## src/rtl/shifter_pipe.sv

```systemverilog
// shifter_pipe -- pipelined, parametrised barrel shifter with valid/ready flow
// control and a sideband tag.
//
// Operations (in_mode): 00 SLL, 01 SRL, 10 SRA, 11 ROR when SHIFTER_PIPE_ROTATE_EN
// is defined, otherwise 11 is SRA.
//
// The log-shifter has S = $clog2(WIDTH) stages; stage k shifts by 2^k when
// shamt[k] is set. Stages are grouped REG_EVERY at a time in front of each of
// the L = ceil(S/REG_EVERY) register slices, so an accepted op reaches out_*
// L cycles later when downstream never stalls.
//
// Handshake: a transfer happens on any cycle where valid && ready are both high
// at the rising clock edge. A slice advances when it is empty or the slice
// after it advances; the last slice advances on out_ready. in_ready is the
// advance of slice 0, which is the only combinational path from out_ready.
// A stalled slice holds its contents, so out_y/out_tag are stable while
// out_valid && !out_ready.
//
// Ports:
//   clk, rst_n               clock (rising edge), async active-low reset
//   in_valid/in_ready        input handshake
//   in_a, in_shamt, in_mode  operand, shift amount, operation
//   in_tag                   sideband tag carried with the op
//   out_valid/out_ready      output handshake
//   out_y, out_tag           result and its tag (driven straight from the last slice)
//   out_zero                 out_y == 0, qualified by out_valid
//
// Build option: SHIFTER_PIPE_ROTATE_EN enables rotate-right for in_mode 11.
module shifter_pipe #(
    parameter int WIDTH     = 32,
    parameter int REG_EVERY = 2,
    parameter int TAG_W     = 4
) (
    input  logic                     clk,
    input  logic                     rst_n,
    input  logic                     in_valid,
    output logic                     in_ready,
    input  logic [WIDTH-1:0]         in_a,
    input  logic [$clog2(WIDTH)-1:0] in_shamt,
    input  logic [1:0]               in_mode,
    input  logic [TAG_W-1:0]         in_tag,
    output logic                     out_valid,
    input  logic                     out_ready,
    output logic [WIDTH-1:0]         out_y,
    output logic [TAG_W-1:0]         out_tag,
    output logic                     out_zero
);

    localparam int S = $clog2(WIDTH);
    localparam int L = (S + REG_EVERY - 1) / REG_EVERY;

    logic [L-1:0]     valid_q;
    logic [WIDTH-1:0] data_q  [L];
    logic [S-1:0]     shamt_q [L];
    logic [1:0]       mode_q  [L];
    logic [TAG_W-1:0] tag_q   [L];
    logic [L-1:0]     adv;

    // One log-shifter stage: shift by 2^k with the fill rule of the mode.
    function automatic logic [WIDTH-1:0] shift_stage(input logic [WIDTH-1:0] d,
                                                     input int k,
                                                     input logic [1:0] mode);
        int amt;
        amt = 1 << k;
        case (mode)
            2'b00:   return d << amt;
            2'b01:   return d >> amt;
`ifdef SHIFTER_PIPE_ROTATE_EN
            2'b11:   return (d >> amt) | (d << (WIDTH - amt));
`endif
            default: return $signed(d) >>> amt;
        endcase
    endfunction

    for (genvar j = 0; j < L; j++) begin : g_slice
        logic             src_valid;
        logic [WIDTH-1:0] src_data;
        logic [S-1:0]     src_shamt;
        logic [1:0]       src_mode;
        logic [TAG_W-1:0] src_tag;
        logic [WIDTH-1:0] stage_data;

        if (j == 0) begin : g_first
            assign src_valid = in_valid;
            assign src_data  = in_a;
            assign src_shamt = in_shamt;
            assign src_mode  = in_mode;
            assign src_tag   = in_tag;
        end else begin : g_next
            assign src_valid = valid_q[j-1];
            assign src_data  = data_q[j-1];
            assign src_shamt = shamt_q[j-1];
            assign src_mode  = mode_q[j-1];
            assign src_tag   = tag_q[j-1];
        end

        // Stages j*REG_EVERY .. up to REG_EVERY of them, clipped at S.
        always_comb begin
            stage_data = src_data;
            for (int k = j * REG_EVERY; k < S && k < (j + 1) * REG_EVERY; k++) begin
                if (src_shamt[k]) stage_data = shift_stage(stage_data, k, src_mode);
            end
        end

        // Equivalent to !valid_j || advance_{j+1} unrolled: the slice moves if
        // downstream accepts or any slice from here to the output has a hole.
        assign adv[j] = out_ready | ~(&valid_q[L-1:j]);

        always_ff @(posedge clk or negedge rst_n) begin
            if (!rst_n) begin
                valid_q[j] <= 1'b0;
                data_q[j]  <= '0;
                shamt_q[j] <= '0;
                mode_q[j]  <= '0;
                tag_q[j]   <= '0;
            end else if (adv[j]) begin
                valid_q[j] <= src_valid;
                data_q[j]  <= stage_data;
                shamt_q[j] <= src_shamt;
                mode_q[j]  <= src_mode;
                tag_q[j]   <= src_tag;
            end
        end
    end

    assign in_ready  = adv[0];
    assign out_valid = valid_q[L-1];
    assign out_y     = data_q[L-1];
    assign out_tag   = tag_q[L-1];
    assign out_zero  = valid_q[L-1] && (data_q[L-1] == '0);

endmodule
```

## config.mk

```make
export PLATFORM = sky130hd
export DESIGN_NAME = shifter_pipe
export DESIGN_NICKNAME = d
export VERILOG_FILES = /design/src/rtl/shifter_pipe.sv
export SDC_FILE = /design/constraint.sdc
export NUM_CORES = 1
export LEC_CHECK = 0
export CAP_MARGIN = 20
export CORE_MARGIN = 5
export CORE_UTILIZATION = 60
export DETAILED_ROUTE_END_ITERATION = 6
export GPL_TIMING_DRIVEN = 0
export PLACE_DENSITY = 0.84
export REMOVE_ABC_BUFFERS = 1
export SYNTH_ARGS = -nofsm -noshare
export SYNTH_HDL_FRONTEND = slang
export SYNTH_SLANG_ARGS = --single-unit
export TNS_END_PERCENT = 50
```

## constraint.sdc

```tcl
create_clock -name clk -period 4.2 [get_ports clk]
set_input_delay 0.63 -clock clk [delete_from_list [all_inputs] [get_ports clk]]
set_output_delay 0.63 -clock clk [all_outputs]
set_load 0.01 [all_outputs]
```

==> results of run 1 <==
cell type report:
class                           instances  area, um2
Clock buffer                           21        470
Clock inverter                          9        101
Fill cell                             961       3480
Inverter                                8       32.5
Multi-Input combinational cell        745       4250
Sequential cell                       119       2980
Tap cell                              172        215
Timing Repair Buffer                   94       1040
power by group through the flow:
stage	clock network (mW)	logic [mW]	registers (mW)
after floorplan	0	0.657	1.70
after global routing	1.47	1.40	1.76
after detailed placement	0	1.25	1.73
final	1.40	1.27	1.73
after CTS	1.41	1.26	1.72
after global placement	0	1.16	1.75
metal layers:
| layer | track usage | part of all wire | up-vias |
|---|---|---|---|
| li1 | - | - | 3560 |
| met4 | 0.108 | 0.029 | 0 |
| met3 | 0.0485 | 0.088 | 55 |
| met2 | 0.476 | 0.47 | 455 |
| met1 | 0.382 | 0.41 | 3593 |
| met5 | 0 | 0 | - |
critical path: stages:
cell                              delay (ns)
sky130_fd_sc_hd__clkdlybuf4s50_1        0.42
sky130_fd_sc_hd__and2b_2                0.31
sky130_fd_sc_hd__and3_1                 0.74
sky130_fd_sc_hd__inv_4                  0.45
sky130_fd_sc_hd__clkdlybuf4s50_1        0.60
registers in the layout, indices dropped and copies added (netlist names):
signal,cells
g_slice.src_data,64
g_slice.src_mode,4
g_slice.src_shamt,4
g_slice.src_tag,8
g_slice.src_valid,2
out_tag,4
out_valid,1
out_y,32
final timing paths:
check,from,end,slack [ns],cells past startpoint
max,out_ready,in_ready,0.38,5
min,rst_n,out_y[3]$_DFFE_PN0P_,0.1,1
max reg2reg,g_slice[1].src_mode[1]$_DFFE_PN0P_,g_slice[2].src_data[1]$_DFFE_PN0P_,1.35,4
min reg2reg,g_slice[1].src_valid$_DFFE_PN0P_,g_slice[2].src_valid$_DFFE_PN0P_,0.45,1
max in group asynchronous,rst_n,g_slice[1].src_data[12]$_DFFE_PN0P_,3.37,2
min in group clk,g_slice[1].src_valid$_DFFE_PN0P_,g_slice[2].src_valid$_DFFE_PN0P_,0.45,1
Yosys cell counts (all sizes together) (2+ instances only):
library cell,number,area (um2)
nand2,145,544
mux2i,21,210
inv,8,30.0
a211o,3,26.3
nand2b,8,50.1
mux2,5,56.3
nor4,7,43.8
o32a,3,30.0
clkbuf,50,189
a221o,3,30.0
a31o,2,17.5
nor2b,19,119
o221ai,7,61.3
and3,4,25.0
mux4,3,67.6
a311oi,37,330
o211ai,2,15.0
a31oi,35,219
o22ai,6,37.5
o2111ai,2,17.5
o311a,2,20.0
nor2,125,474
or2,3,18.8
nand4,2,12.5
a21oi,115,576
o31ai,15,113
nand3,2,10.0
or3b,33,289
o21ai,74,370
buf,39,213
dfrtp,119,2980
a311o,15,150
nor3,23,115
o21a,4,30.0
o22a,8,70.1
cells by family (layout without fill, tap and decap cells):
kind of cell,count (synthesis),after routing
simple gates,377,377
flops,119,119
compound gates,339,339
buf+inv,97,132
mux,29,29
timing repair:
item,4_1_cts,5_1_grt
resized for setup,0,2
endpoints found under the setup margin,0,1
buffers inserted,0,0
==> out/results.txt, run 1 <==
The run finished with clean final reports. Most common cell after layout, fill and taps aside: sky130_fd_sc_hd__nand2_1. Utilization after layout: 0.723. The completed layout was analyzed and its total power is 4.39 mW.

The tools report the count of placed standard cells including taps as 1138. The share of cell area taken by muxes after synthesis was 0.0436. The total routing resource utilization after global routing was 0.288; the clock-pin slew reported for the worst setup and hold paths after clock tree synthesis was 0.05 ns. The logs give 0 for the max-slew violation count and 1.47 mW for the switching power.

The fraction of power consumed by combinational cells was 0.289; the clock sink count was 119. In this run the mean area of a mapped cell was 7.97 um2. The number of hold buffers added after CTS was 0. The most frequently used flop master after synthesis was sky130_fd_sc_hd__dfrtp_1. The later pin in the worst-skew pair is clocked with a latency of 0.41 ns.

In the layout the commonest cells are sky130_fd_sc_hd__nand2_1, sky130_fd_sc_hd__nor2_1, sky130_fd_sc_hd__dfrtp_1, sky130_fd_sc_hd__a21oi_1, sky130_fd_sc_hd__clkdlybuf4s50_1. The via-per-instance ratio works out to 6.56. The part of the cycle the worst path needs works out to 0.910. The number of enable-type register cells in the synthesized netlist is 0. The internal power of the cells totals 2.93 mW. The die area came out at 0.0151 mm2. The run gives 35100 um as the first-pass GRT wire length. Setup repair after global routing left no endpoint under its margin. The portion of the post-synthesis area used by sequential elements was 0.389; the floorplan core area was 0.0126 mm2.

The die is 123 um wide. The proportion of layout cells with a drive suffix above 1 came out at 0.0663. The achievable clock frequency came out at 262 MHz. In the final design database the tool counted 1032 nets. The critical path is of the in -> out type. For the via count of the first global-routing pass, the log shows 7026. For this run, design rule violations remaining after detail routing come to 0. After layout, the minimum clock period comes to 3.82 ns. The post-synthesis share of cell area spent on and, or, nand and nor gates works out to 0.228. IR analysis of the VDD net gives a maximum drop of 0.327 mV.

Average wire length per cell after detail routing: 18.2 um. Adder-cell share of the synthesized area: 0. The number of levels the H-tree was split into was 4. TritonCTS built the clock tree. The transition at the pin with the smallest max-transition slack works out to 1.06 ns. The detailed router finished its first iteration with 910 violations. The height of the chip was 123 um; the netlist area before placement was 0.00766 mm2.

The logs give 0.117 ns for the pre-CTS worst setup slack and 1168 for the post-layout instance count excluding filler cells. Of all nets on the critical path, the largest fanout is 67. Summed over all nets, the half-perimeter wirelength after detailed placement is 14600 um. For the global placer's final weighted congestion, the log shows 0.920. The run gives 0 as the number of hold violations in the final report.

The element type at the critical path end is an output pin. The min-delay analysis places its worst path in the category in -> async. In this run the cell area measured after placement is 0.00851 mm2.

Summed over all failing endpoints, the final setup total negative slack is 0 ns. Synthesis instantiated 57 different standard cells from the library. The total number of placement rows is 41, and the number of detailed-route iterations in the first pass is 6. The startpoint type of the worst setup path is an input port. The logs give 0.318 for the clock share of power and 89 for the largest net degree at the start of global routing. For the antenna violation net count after detailed routing, the log shows 0. For the residual overflow from global routing, the log shows 0. The dominant combinational cell family by area after synthesis is compound AO/OA/AOI/OAI gates. STA puts the critical path data arrival time at 3.19 ns. The worst slew slack as a fraction of its limit was 0.291; the proportion of register bits with asynchronous set or reset after synthesis was 1.00.

The compound-gate portion of the synthesized area is 0.283. The final worst clock skew is 0.00945 ns, and the synthesis-to-finish area growth is 18.6%. The effective utilization at floorplan was 0.609. For the worst setup path, the data required time is 3.57 ns.

The final count of negative-setup-slack endpoints came out at 0. The logs give 0.00908 mm2 for the final non-filler cell area and 0.376 ns for the worst path setup slack after routing. The xor and xnor area share after synthesis is 0. For this run, the number of Yosys warnings is 0. The longest clock path from root to sink contains 2 buffers. The sequential share of power was 0.393; the number of violations of the max-capacitance limit was 0. In this run the tool buffered the top-level ports with 85 buffer cells. The initial antenna violation count came out at 0.

The power per cell area was 484 mW/mm2; the net switching fraction of the power was 0.334. 86 I/O pins were placed. The synthesized design contains 119 register bits. The worst hold slack came out at 0.0956 ns.

The run gives 17 as the total CTS buffers. The run gives 961 as the number of standard cells after synthesis. The final layout contains routed wiring with a total length of 21300 um. The analysis attributes to cell leakage a power of 3.65 nW. For this block, the via count after detailed routing is 7663. The tools report the cell at the root of the clock tree as sky130_fd_sc_hd__clkbuf_16.

The repair_antennas step left the layout with diodes totalling 0.
Note: power is estimated with default switching activity, not from simulation.
==> run 2, diff against run 1 <==
Settings changed: ABC_AREA from default to 1, CTS_BUF_LIST from default to sky130_fd_sc_hd__clkbuf_16, PLACE_DENSITY 0.84 to 0.85.
==> run 2 against run 1 <==
- sequential power fell by 5%
- clock skew fell by 0.0026 ns
- via count fell by 1.3%
- clock power rose by 4%
- die area fell by 2.6%
- maximum frequency fell by 0.20%
- global-route usage fell by 0.71 points
- power rose by 0.45%
- non-clock buffer count fell by 3
- critical path type unchanged
- count of clock-buffer cells in the layout fell by 4
==> out/results.txt, run 2 <==
The run finished with clean final reports. The number of library cell types mapped by synthesis was 29 (-49%); the via count of the first global-routing pass was 6909 (-1.7%). The tools report the multi-input gate area in the final layout as 0.00391 mm2 (-8.0%). The number of standard cells after synthesis is 1131 (+18%). The max-slew violation count is 0 (unchanged), and the die area is 0.0147 mm2 (-2.6%). The residual overflow from global routing is 0 (unchanged), and the via-per-instance ratio is 5.60 (-15%). The run gives 33500 um (-4.4%) as the first-pass GRT wire length. Critical path data required time: 3.57 ns (about the same). The proportion of netlist area held by the largest area contributor is 0.400 (+0.0114), and the detailed placer's ending HPWL is 14000 um (-4.4%).

In the layout the commonest cells are sky130_fd_sc_hd__nand2_1, sky130_fd_sc_hd__nand3_1, sky130_fd_sc_hd__dfrtp_1, sky130_fd_sc_hd__nor2_1, sky130_fd_sc_hd__clkdlybuf4s50_1. The data arrival time at the worst-slack endpoint was 3.20 ns (about the same); the total via count after detailed routing was 7566 (-1.3%). The signal on the critical path passes through clkdlybuf4s50_1, nor2_4, nand2_2, nor2_4, inv_4, clkdlybuf4s50_1. Biggest fanout along the worst timing path: 73 (+9.0%). For the number of antenna diodes, the log shows 0 (unchanged). The cell at the root of the clock tree was sky130_fd_sc_hd__clkbuf_16. The top-level I/O count is 86 (unchanged), and the achievable clock frequency is 261 MHz (-0.20%). The height of the chip is 121 um (-1.3%), and the count of placed standard cells including taps is 1319 (+16%). Proportion of register bits with asynchronous set or reset after synthesis: 1.00 (unchanged).

Number of post-CTS setup repair buffers: 0 (unchanged). The number of I/O port buffers is 85 (unchanged), and the final critical delay including setup and external delays is 3.83 ns (+0.00773 ns). Setup repair after global routing left no endpoint under its margin. The total routing resource utilization after global routing is 0.281 (-0.00708). The global placer's final weighted congestion was 0.872 (-5.3%). The number of enable-type register cells in the synthesized netlist was 0 (unchanged).

The critical path's slowest cell is sky130_fd_sc_hd__clkdlybuf4s50_1. The run gives 40 (-2.4%) as the total number of placement rows. The power per cell area is 495 mW/mm2 (+2.3%), and the post-synthesis area per instance is 6.58 um2 (-17%). The run gives 0.0121 mm2 (-4.0%) as the floorplan core area.

The tools report the standby leakage power as 4.36 nW (+19%). Yosys attributes the largest share of cell area to sky130_fd_sc_hd__dfrtp_1, sky130_fd_sc_hd__nand2_1, sky130_fd_sc_hd__nand3_1. TritonCTS built the clock tree. Final count of negative-setup-slack endpoints: 0 (unchanged).

Of all cell types, the one taking the most synthesized area is sky130_fd_sc_hd__dfrtp_1. The transition at the pin with the smallest max-transition slack is 1.03 ns (-0.0325 ns), and the post-layout instance count excluding filler cells is 1350 (+16%). Clock sink count: 119 (unchanged). STA classifies the critical path startpoint as an input port.

For the number of levels the H-tree was split into, the log shows 4 (unchanged). The type of the worst setup path is in -> out. The worst hold slack was 0.122 ns (+0.0265 ns); the overall routed net length was 19800 um (-7.0%).

Final worst clock skew: 0.00684 ns (-0.00261 ns). The synthesis-to-finish area growth works out to 20.0%. The clock-pin slew reported for the worst setup and hold paths after clock tree synthesis is 0.05 ns (about the same).

The worst hold path class was in -> async. The number of flip-flops in the largest register was 64 (unchanged). The run gives 1219 (+18%) as the net count of the finished layout. The number of DRC markers after the initial detailed-route iteration is 881 (-3.2%). The detailed-route DRC error count came out at 0 (unchanged). The part of the cycle the worst path needs is 0.912 (+0.00184), and the netlist area before placement is 0.00744 mm2 (-2.8%). Maximum single-stage delay on the critical path: 0.58 ns (-0.16 ns).

For the portion of the post-synthesis area used by sequential elements, the log shows 0.400 (+0.0114). The x dimension of the die works out to 121 um (-1.3%). The number of violations of the max-capacitance limit is 0 (unchanged). The synthesis-stage register bit count is 119 (unchanged), and the antenna violation net count after detailed routing is 0 (unchanged). For the initial antenna violation count, the log shows 0 (unchanged).

For the utilization after layout, the log shows 0.740 (+0.0171). Among all flip-flop cells after synthesis, the most frequent one is sky130_fd_sc_hd__dfrtp_1. For the effective utilization at floorplan, the log shows 0.617 (+0.00754). The number of hold violations in the final report came out at 0 (unchanged).

The run gives 0.319 mV (-2.7%) as the worst supply voltage drop on vdd. The commonest cells after synthesis are sky130_fd_sc_hd__nand2_1, sky130_fd_sc_hd__nand3_1, sky130_fd_sc_hd__dfrtp_1, sky130_fd_sc_hd__nor2_1, sky130_fd_sc_hd__o21ai_0. STA classifies the critical path endpoint as an output pin. The clock insertion delay at the later pin of the skew report is 0.41 ns (about the same), and the worst slew slack as a fraction of its limit is 0.315 (+0.0235).

Number of inserted filler cells in the final layout: 992 (+3.2%). The total CTS buffers came out at 17 (unchanged). Leaving out fill and tap cells, the most frequent cell in the layout is sky130_fd_sc_hd__nand2_1.

sky130_fd_sc_hd__nand2_1 is the most common cell in the netlist. The tools report the number of detailed-route iterations in the first pass as 6 (unchanged). Footprint of the flip-flops and latches: 0.00298 mm2 (about the same).

For the count of yosys warnings during synthesis, the log shows 0 (unchanged). The proportion of layout cells with a drive suffix above 1 is 0.0677 (+0.00142), and the cts-stage hold buffer count is 0 (unchanged). The average wire length per cell after detail routing works out to 14.7 um (-20%). The buffer depth of the longest clock path is 2 (unchanged).

The tools report the largest net degree at the start of global routing as 78 (-12%).
[run 2: worst max-delay path: cells and delay by family]
family        cells  cell delay (ns)
buf+inv           3             1.43
simple gates      3             1.13
[run 2: worst paths after layout]
kind / start / end / slack (ns) / depth (start not counted)
setup / recovery: out_ready / in_ready / 0.37 / 6
hold / removal: rst_n / g_slice[2].src_tag[1]$_DFFE_PN0P_ / 0.12 / 1
setup reg to reg: g_slice[2].src_shamt[4]$_DFFE_PN0P_ / out_y[21]$_DFFE_PN0P_ / 1.63 / 5
hold reg to reg: g_slice[2].src_tag[2]$_DFFE_PN0P_ / out_tag[2]$_DFFE_PN0P_ / 0.48 / 2
max in group asynchronous: rst_n / g_slice[2].src_data[21]$_DFFE_PN0P_ / 3.39 / 2
min in group clk: g_slice[2].src_tag[2]$_DFFE_PN0P_ / out_tag[2]$_DFFE_PN0P_ / 0.48 / 2
[run 2: cells by family after synthesis]
kind of cell           share of synthesized area
AOI/OAI and AO/OA                         0.0925
buffers and inverters                     0.0762
and+or+nand+nor                            0.431
DFF                                        0.400
[run 2: cell type report]
| cell class | instances | share of cell area |
|---|---|---|
| Timing Repair Buffer | 91 | 0.111 |
| Clock inverter | 12 | 0.0181 |
| Multi-Input combinational cell | 878 | 0.438 |
| Sequential cell | 119 | 0.334 |
| Inverter | 65 | 0.0276 |
| Clock buffer | 17 | 0.0477 |
| Tap cell | 168 | 0.0236 |
[run 2: where the power goes]
group	internal, mW	total [mW]	switching (mW)
sequential	1.41	1.65	0.236
combinational	0.547	1.30	0.756
clock	0.970	1.46	0.493
total	2.93	4.41	1.49
[run 2: metal layers]
metal  GRT usage  wire [um]
met5           0          0
met4       0.112        555
met3      0.0415       1230
met2       0.467       9560
met1       0.370       8440
[run 2: what timing repair did]
action / CTS / global route
resized for setup: 2 / 1
gates cloned: 1 / 0
pin swaps: 1 / 0
setup endpoints to repair: 1 / 1
[run 2: stage by stage]
stage / setup slack (ns) / power, mW / cell area [um2] / setup TNS (ns)
after floorplan: 0.943 / 2.35 / 7120 / 0
after global placement: -1.85 / 2.87 / 8180 / -238.02
after detailed placement: -0.601 / 2.94 / 8310 / -0.601
after CTS: 0.150 / 4.41 / 8910 / 0
after global routing: 0.181 / 4.68 / 8920 / 0
final: 0.369 / 4.41 / 8920 / 0
==> edit, RTL diff (config.mk and constraints of run 2) <==
Set the parameter `REG_EVERY` to 1 (it was 2).
--- a/src/rtl/shifter_pipe.sv
+++ b/src/rtl/shifter_pipe.sv
@@ -30,3 +30,3 @@
     parameter int WIDTH     = 32,
-    parameter int REG_EVERY = 2,
+    parameter int REG_EVERY = 1,
     parameter int TAG_W     = 4
Formal check against the unedited RTL: not equivalent (a bounded check fails within 4 cycles, from zero or initial values and one cycle with rst_n low).
==> edit against run 2 <==
- final area grew 38%
- sequential share of layout area increased by 7.8 points
- sequential cell count is 84 higher
- area after synthesis grew 45%
- hold slack improved by 0.027 ns
- wire length increased by 22%
- die area rose by 41%
- total power rose by 63%
- first-iteration DRC count shrank 1.8%
- critical path depth shrank 2
- worst setup slack improved by 0.12 ns
==> edit: results (changes against run 2) <==
- WHS: 0.150 ns (+0.0275 ns)
- Top area cells in the synthesized netlist: dfrtp_1, nand2_1, nor2_1, nand3_1, inv_1
- First-pass detailed-route iteration total: 5 (-1)
- Dpl hpwl: 16400 um (+18%)
- Met3 usage in global routing: 2.84% (-1.3 points)
- Fraction of final layout cells sized beyond drive strength 1: 5.45% (-1.3 points)
- Launching point of the worst reg2reg path: g_slice[3].src_shamt[3]
- Global placement routability congestion: 0.850 (-2.4%)
- End of the worst register-to-register path: g_slice[4].src_data[30]
- Maximum net fanout on the critical path: 50 (-32%)
- Distinct cell type count after synthesis: 24 (-17%)
- Final non-filler cell total: 1806 (+34%)
- Fraction of the mapped netlist area in compound gates: 10.1% (+0.89 points)
- Buffer depth of the longest clock path: 3 (+1)
- Global routing met2 resource utilization: 40.7% (-6.0 points)
- Clk_skew: 0.0114 ns (+0.00456 ns)
- Clock network area share: 4.83% (-1.7 points)
- Final nets: 1615 (+32%)
- Transition at the pin with the smallest max-transition slack: 1.14 ns (+0.110 ns)
- Result of the run: finished clean
- Synth-to-layout area growth: 14.4%
- DR iter-0 viols: 865 (-1.8%)
- Area of combinational cells with multiple inputs: 4840 um^2 (+24%)
- Leading post-synthesis cells by instance count: nand2_1, nor2_1, dfrtp_1
- Repair and plain buffers: 95 (+4.4%)
- Insertion delay of the later-clocked pin in the worst-skew pair: 0.49 ns (+0.08 ns)
- Inverters, non-clock: 127 (+95%)
- Non-clock buffering overhead in the final layout: 8.52% (-2.6 points)
- # H-tree levels: 1 (-3)
- Final critical delay including setup and external delays: 3.72 ns (-0.116 ns)
- First-pass GRT wire length: 42100 um (+25%)
- Pwr dens: 582 nW/um^2 (+18%)
- Number of inserted filler cells in the final layout: 1435 (+45%)
- Maximum number of pins on one net before global-route repair: 112 (+44%)
- Share of synthesized area spent on multiplexers: 0.418% (+0.42 points)
- Avg Cell Area, Syn: 6.98 um^2 (+6.2%)
- Part of the Yosys area used for sequential elements: 47.2% (+7.1 points)
- Peak supply drop: 0.000398 V (+25%)
## edit: cell count changes after synthesis, moves of 6 or more
cell	run 2	this run
buf_2	24	36
nand3_1	176	143
o22ai_1	1	9
nor2_1	97	267
o21ai_0	72	92
nor3_1	7	0
dfrtp_1	119	203
inv_1	60	123
o211ai_1	7	0
clkbuf_1	37	45
nand2_1	417	455
or2_2	29	35
a21oi_1	26	92
buf_1	3	10
## edit: power breakdown
group,total (mW),internal [mW],switching [mW]
clock network,1.66,0.955,0.709
logic,2.32,0.993,1.33
registers,3.20,2.60,0.600
total,7.18,4.55,2.63
## edit: routing by layer
| layer | vias up | routed length (um) |
|---|---|---|
| li1 | 4923 | - |
| met1 | 4535 | 10600 |
| met2 | 262 | 11900 |
| met3 | 28 | 1310 |
| met4 | 0 | 324 |
| met5 | - | 0 |
## edit: worst max-delay path, stage by stage
cell and delay [ns]:
clkdlybuf4s50_1 0.47, inv_1 0.40, nand3_2 0.83, clkdlybuf4s50_1 0.72
